$ cat src/rtl/msbus_arbiter.sv
// Round-robin arbiter that shares one msbus master port among NREQ requesters, one transaction per grant.
// Optional s_vld timeout abort is built when MSBUS_ARB_TIMEOUT_EN is defined; otherwise waits are unbounded.

module msbus_arbiter #(
    parameter int NREQ  = 4,
    parameter int TMO_W = 8,
    parameter int TMO   = 200
) (
    input  logic                 clk,
    input  logic                 rst,
    input  logic [NREQ-1:0]      req,
    input  logic [NREQ-1:0]      req_wr,
    input  logic [32*NREQ-1:0]   req_addr,
    input  logic [32*NREQ-1:0]   req_wdata,
    output logic [NREQ-1:0]      gnt,
    output logic [NREQ-1:0]      done,
    output logic [31:0]          rdata,
    output logic                 err,
    output logic                 m_ce,
    output logic                 m_wr,
    output logic [31:0]          m_addr_wdata,
    input  logic [31:0]          s_rdata,
    input  logic                 s_vld
);

    localparam int IDX_W = $clog2(NREQ);

    typedef enum logic [2:0] {
        ST_IDLE,
        ST_CMD,
        ST_WDAT,
        ST_RWAIT,
        ST_DONE
    } state_t;

    if (NREQ < 2 || NREQ > 8 || TMO < 2 || TMO > (1 << TMO_W)) begin : g_param_err
        $error("msbus_arbiter: illegal parameter set");
    end

    state_t           state_q;
    logic [IDX_W-1:0] ptr_q;
    logic             wr_q;
    logic [31:0]      wdata_q;
    logic [NREQ-1:0]  gnt_q;
    logic [NREQ-1:0]  done_q;
    logic [31:0]      rdata_q;
    logic             m_ce_q;
    logic             m_wr_q;
    logic [31:0]      m_bus_q;
`ifdef MSBUS_ARB_TIMEOUT_EN
    logic             err_q;
    logic [TMO_W-1:0] tmo_q;
`endif

    // Winner search: first set request scanning upward from ptr_q, wrapping at NREQ.
    logic [IDX_W:0]   arb_sum;
    logic [IDX_W-1:0] owner_d;
    logic [IDX_W-1:0] ptr_d;
    logic             arb_hit;

    always_comb begin
        // NOTE: every variable gets a default first so no path leaves it unassigned (no latch).
        arb_hit = 1'b0;
        owner_d = '0;
        arb_sum = '0;
        for (int k = NREQ - 1; k >= 0; k--) begin
            arb_sum = {1'b0, ptr_q} + (IDX_W+1)'(k);
            if (arb_sum >= (IDX_W+1)'(NREQ)) begin
                arb_sum = arb_sum - (IDX_W+1)'(NREQ);
            end
            if (req[arb_sum[IDX_W-1:0]]) begin
                arb_hit = 1'b1;
                owner_d = arb_sum[IDX_W-1:0];
            end
        end
        ptr_d = (owner_d == IDX_W'(NREQ - 1)) ? '0 : owner_d + IDX_W'(1);
    end

    always_ff @(posedge clk) begin
        if (!rst) begin
            state_q <= ST_IDLE;
            ptr_q   <= '0;
            wr_q    <= 1'b1;
            wdata_q <= '0;
            gnt_q   <= '0;
            done_q  <= '0;
            rdata_q <= '0;
            m_ce_q  <= 1'b0;
            m_wr_q  <= 1'b1;
            m_bus_q <= '0;
`ifdef MSBUS_ARB_TIMEOUT_EN
            err_q   <= 1'b0;
            tmo_q   <= '0;
`endif
        end else begin
            // NOTE: non-blocking so every register sees pre-edge values; state and outputs move together.
            done_q <= '0;
`ifdef MSBUS_ARB_TIMEOUT_EN
            err_q  <= 1'b0;
`endif
            unique case (state_q)
                ST_IDLE: begin
                    if (arb_hit) begin
                        ptr_q   <= ptr_d;
                        wr_q    <= req_wr[owner_d];
                        wdata_q <= req_wdata[{owner_d, 5'b0} +: 32];
                        gnt_q   <= {{(NREQ-1){1'b0}}, 1'b1} << owner_d;
                        m_ce_q  <= 1'b1;
                        m_wr_q  <= req_wr[owner_d];
                        m_bus_q <= req_addr[{owner_d, 5'b0} +: 32];
                        state_q <= ST_CMD;
                    end
                end
                ST_CMD: begin
                    m_ce_q <= 1'b0;
`ifdef MSBUS_ARB_TIMEOUT_EN
                    tmo_q  <= '0;
`endif
                    if (wr_q) begin
                        m_wr_q  <= 1'b1;
                        m_bus_q <= wdata_q;
                        state_q <= ST_WDAT;
                    end else begin
                        m_wr_q  <= 1'b0;
                        m_bus_q <= '0;
                        state_q <= ST_RWAIT;
                    end
                end
                ST_WDAT, ST_RWAIT: begin
                    // s_vld on the expiry cycle still counts as a normal completion.
                    if (s_vld) begin
                        if (!wr_q) begin
                            rdata_q <= s_rdata;
                        end
                        done_q  <= gnt_q;
                        m_wr_q  <= 1'b1;
                        m_bus_q <= '0;
                        state_q <= ST_DONE;
                    end
`ifdef MSBUS_ARB_TIMEOUT_EN
                    else if (tmo_q == TMO_W'(TMO - 1)) begin
                        if (!wr_q) begin
                            rdata_q <= '0;
                        end
                        err_q   <= 1'b1;
                        done_q  <= gnt_q;
                        m_wr_q  <= 1'b1;
                        m_bus_q <= '0;
                        state_q <= ST_DONE;
                    end else begin
                        tmo_q <= tmo_q + TMO_W'(1);
                    end
`endif
                end
                ST_DONE: begin
                    gnt_q   <= '0;
                    state_q <= ST_IDLE;
                end
                default: begin
                    state_q <= ST_IDLE;
                end
            endcase
        end
    end

    assign gnt          = gnt_q;
    assign done         = done_q;
    assign rdata        = rdata_q;
    assign m_ce         = m_ce_q;
    assign m_wr         = m_wr_q;
    assign m_addr_wdata = m_bus_q;
`ifdef MSBUS_ARB_TIMEOUT_EN
    assign err          = err_q;
`else
    assign err          = 1'b0;
`endif

endmodule

$ cat config.mk
export PLATFORM = sky130hd
export DESIGN_NAME = msbus_arbiter
export DESIGN_NICKNAME = d
export VERILOG_FILES = /design/src/rtl/msbus_arbiter.sv
export SDC_FILE = /design/constraint.sdc
export NUM_CORES = 1
export LEC_CHECK = 0
export ABC_AREA = 0
export CAP_MARGIN = 25
export CORE_AREA = 2 2 145 147
export DETAILED_ROUTE_END_ITERATION = 6
export DIE_AREA = 0 0 147 149
export PLACE_DENSITY = 0.67
export SLEW_MARGIN = 0
export SYNTH_ARGS = -nofsm -noshare
export SYNTH_HDL_FRONTEND = slang
export SYNTH_SLANG_ARGS = --single-unit
$ cat constraint.sdc
create_clock -name clk -period 6.1 [get_ports clk]
set_input_delay 1.83 -clock clk [delete_from_list [all_inputs] [get_ports clk]]
set_output_delay 1.83 -clock clk [all_outputs]
set_load 0.02 [all_outputs]
==> metrics <==
Final GP Congestion 0.817; Cells after Synth between 900 and 1,000; Synth top cells by count nand2_1 (295), nand3_1 (129), dfxtp_1 (112); Period Utilization, post-route 0.728; initial antenna violation count 1; Hold Crit Class flop to flop; Clock Sinks ~110; nature of the critical path startpoint input port; fin nets around 1,500; DIE WIDTH 147 um; # setup viols final 0; slowest cell delay on critical path 590 ps; starting density of the core 0.295; final std cells w/o fill about 1,500; overall die area 0.0219 mm2; Die Ht 149 um; Req. time, crit path between 6000 and 7000 ps; ranking of synthesized cells by area dfxtp_1 (37%), nand2_1 (18%), nand3_1 (11%); area leader, netlist dfxtp_1; crit-path cells clkdlybuf4s50_1 -> a21oi_1 -> o21a_1 -> o22a_4 -> clkinv_2 -> buf_4 -> nand2_1 -> nand3_1 -> a32o_1; vias in the first global route approximately 7,100; Vias/cell 4.99; max_cap viols 0; core area 0.0206 mm2; number of synthesis warnings 0; CTS Hold Bufs 0; Post-synth EDFFs 0; Synth top area share 0.369; gr ovfl total 0; clock slew at reported path FFs 80 ps; post-cts sizing count 0; Seq/Total Area, Yosys 0.369; area delta synth->final 67.8%; status completed; FMAX 225 MHz; P per Cell Area 272 mW/mm2; post-synthesis average cell area between 6 and 7 um2; H-tree levels 3; CTS buffer count 9; Post-Syn Area 0.00607 mm2; Total GRT Usage 0.222; dominant cell by count in the synthesized netlist nand2_1; layout cell share with drive strength beyond 1 0.0327; WL/cell 16.9 um; DRT antenna net count 0; I/O Pins 374; num rows 53; RSZ-0062 raised after global routing false; global-route wire length before repair 38,400 um; Clock Skews 7.42 ps; HPWL after detailed placement approximately 18,000 um; clk_lat worst skew 360 ps; endpoint type of the worst setup path flop; min cycle time layout roughly 4400 ps; antenna cells 0; post-placement cell count 1,481; #FFs+latches synth 112; largest net degree at the start of global routing 102; Post-CTS Setup Repair Bufs 0; Slew Limit Fails 0; Overall Power 2770 uW; Total Wirelength 25,300 um; detailed-route via count 7,473; final hold slack 455 ps; most common flop cell mapped by yosys dfxtp_1; worst-margin pin slew 971 ps; Iteration-0 DRC Markers roughly 410; CTS tree yes; crit path max fanout 46; TNS Setup 0 ps; Pre-antenna DRT Iters 5; Bufs and invs on worst path 3; syn nets between 1,000 and 1,500; Fin. Hold Viols 0; Max stage delay cell, worst path clkinv_2; VDD IR max between 0.1 and 0.15 mV; worst relative slew slack 0.351; ys async rst share 0; Top delay family on crit path buffers and inverters; root buf cell clkbuf_16; drt drc 0; crit path kind input port to flop; synth unique cells 40; Max Root-Sink Buffers 2; WP data arrival 4700 ps; leakage 0.00384 uW; Port Buffers 372
[kinds of logic (layout without fill, tap and decap cells)]
kind of cell    after synthesis  count (layout)  share of synthesized area
compound gates              183             183                      0.192
simple gates                514             514                      0.351
flops                       112             112                      0.369
fa+ha+maj                     4               4                    0.00824
mux                           4               4                    0.00659
other cells                   1               1                   0.000617
buf+inv                      85             405                     0.0719
[per-stage QoR]
step / setup WS [ps] / area (um2) / utilization
2_1_floorplan: 2860 / 6070 / -
3_3_place_gp: 1260 / 9840 / 0.479
3_5_place_dp: 1210 / 9880 / 0.481
4_1_cts: 1580 / 10200 / 0.495
5_1_grt: 1410 / 10200 / 0.496
6_report: 1660 / 10200 / 0.496
[metal layers]
metal	routed length, um	global-route usage	vias up	part of all wire
met5	0	0	-	0
met2	12400	0.396	312	0.49
met3	2030	0.0584	34	0.080
li1	-	-	3712	-
met4	585	0.0697	0	0.023
met1	10200	0.260	3415	0.41
[report_power, final]
| group | internal [uW] | switching, uW |
|---|---|---|
| combinational | 545 | 691 |
| sequential | 863 | 80.6 |
| clock | 288 | 303 |
[worst paths after layout]
kind,from,cells after the start,endpoint,slack (ps)
hold / removal,rdata[9]$_SDFFE_PN0P_,2,rdata[9]$_SDFFE_PN0P_,450
hold reg to reg,rdata[9]$_SDFFE_PN0P_,2,rdata[9]$_SDFFE_PN0P_,450
setup reg to reg,ptr_q[1]$_SDFFE_PN0P_,8,wdata_q[7]$_SDFFE_PN0P_,3270
setup / recovery,req[0],9,wdata_q[7]$_SDFFE_PN0P_,1660
[registers in the layout, summed over array words and instances, names as in the netlist]
signal and flops:
m_addr_wdata 32, rdata 32, wdata_q 32, done 4
gnt 4, state_q 3, ptr_q 2, m_ce 1
m_wr 1, wr_q 1
[cell usage in the layout, fill, tap and decap left out, drive strengths merged, types with 2 or more instances in the layout]
cell type,n
dfxtp,112
buf,13
nor2b,2
and2,4
ha,4
nand3,129
clkdlybuf4s50,371
a211oi,2
clkbuf,10
inv,4
nor2,78
a22oi,4
o21ai,67
a32o,32
clkinv,7
mux2i,4
a21oi,36
a31oi,32
nand2,295
[worst min-delay path, delay by kind of cell (launching register included)]
kind             cells  cell delay, ps
AO/OA/AOI/OAI        1              50
AND/OR/NAND/NOR      1              50
flip-flops           1             310
[cell type report]
cell class                 count  area [um2]
inverter                       5        21.3
sequential                   112        2240
fill                        2107       10400
clock buffer                  10         229
clock inverter                 6        62.6
multi-input combinational    706        3440
timing repair buffer         384        3850
tap                          275         344
No activity file was read; power rests on OpenSTA's default activity.
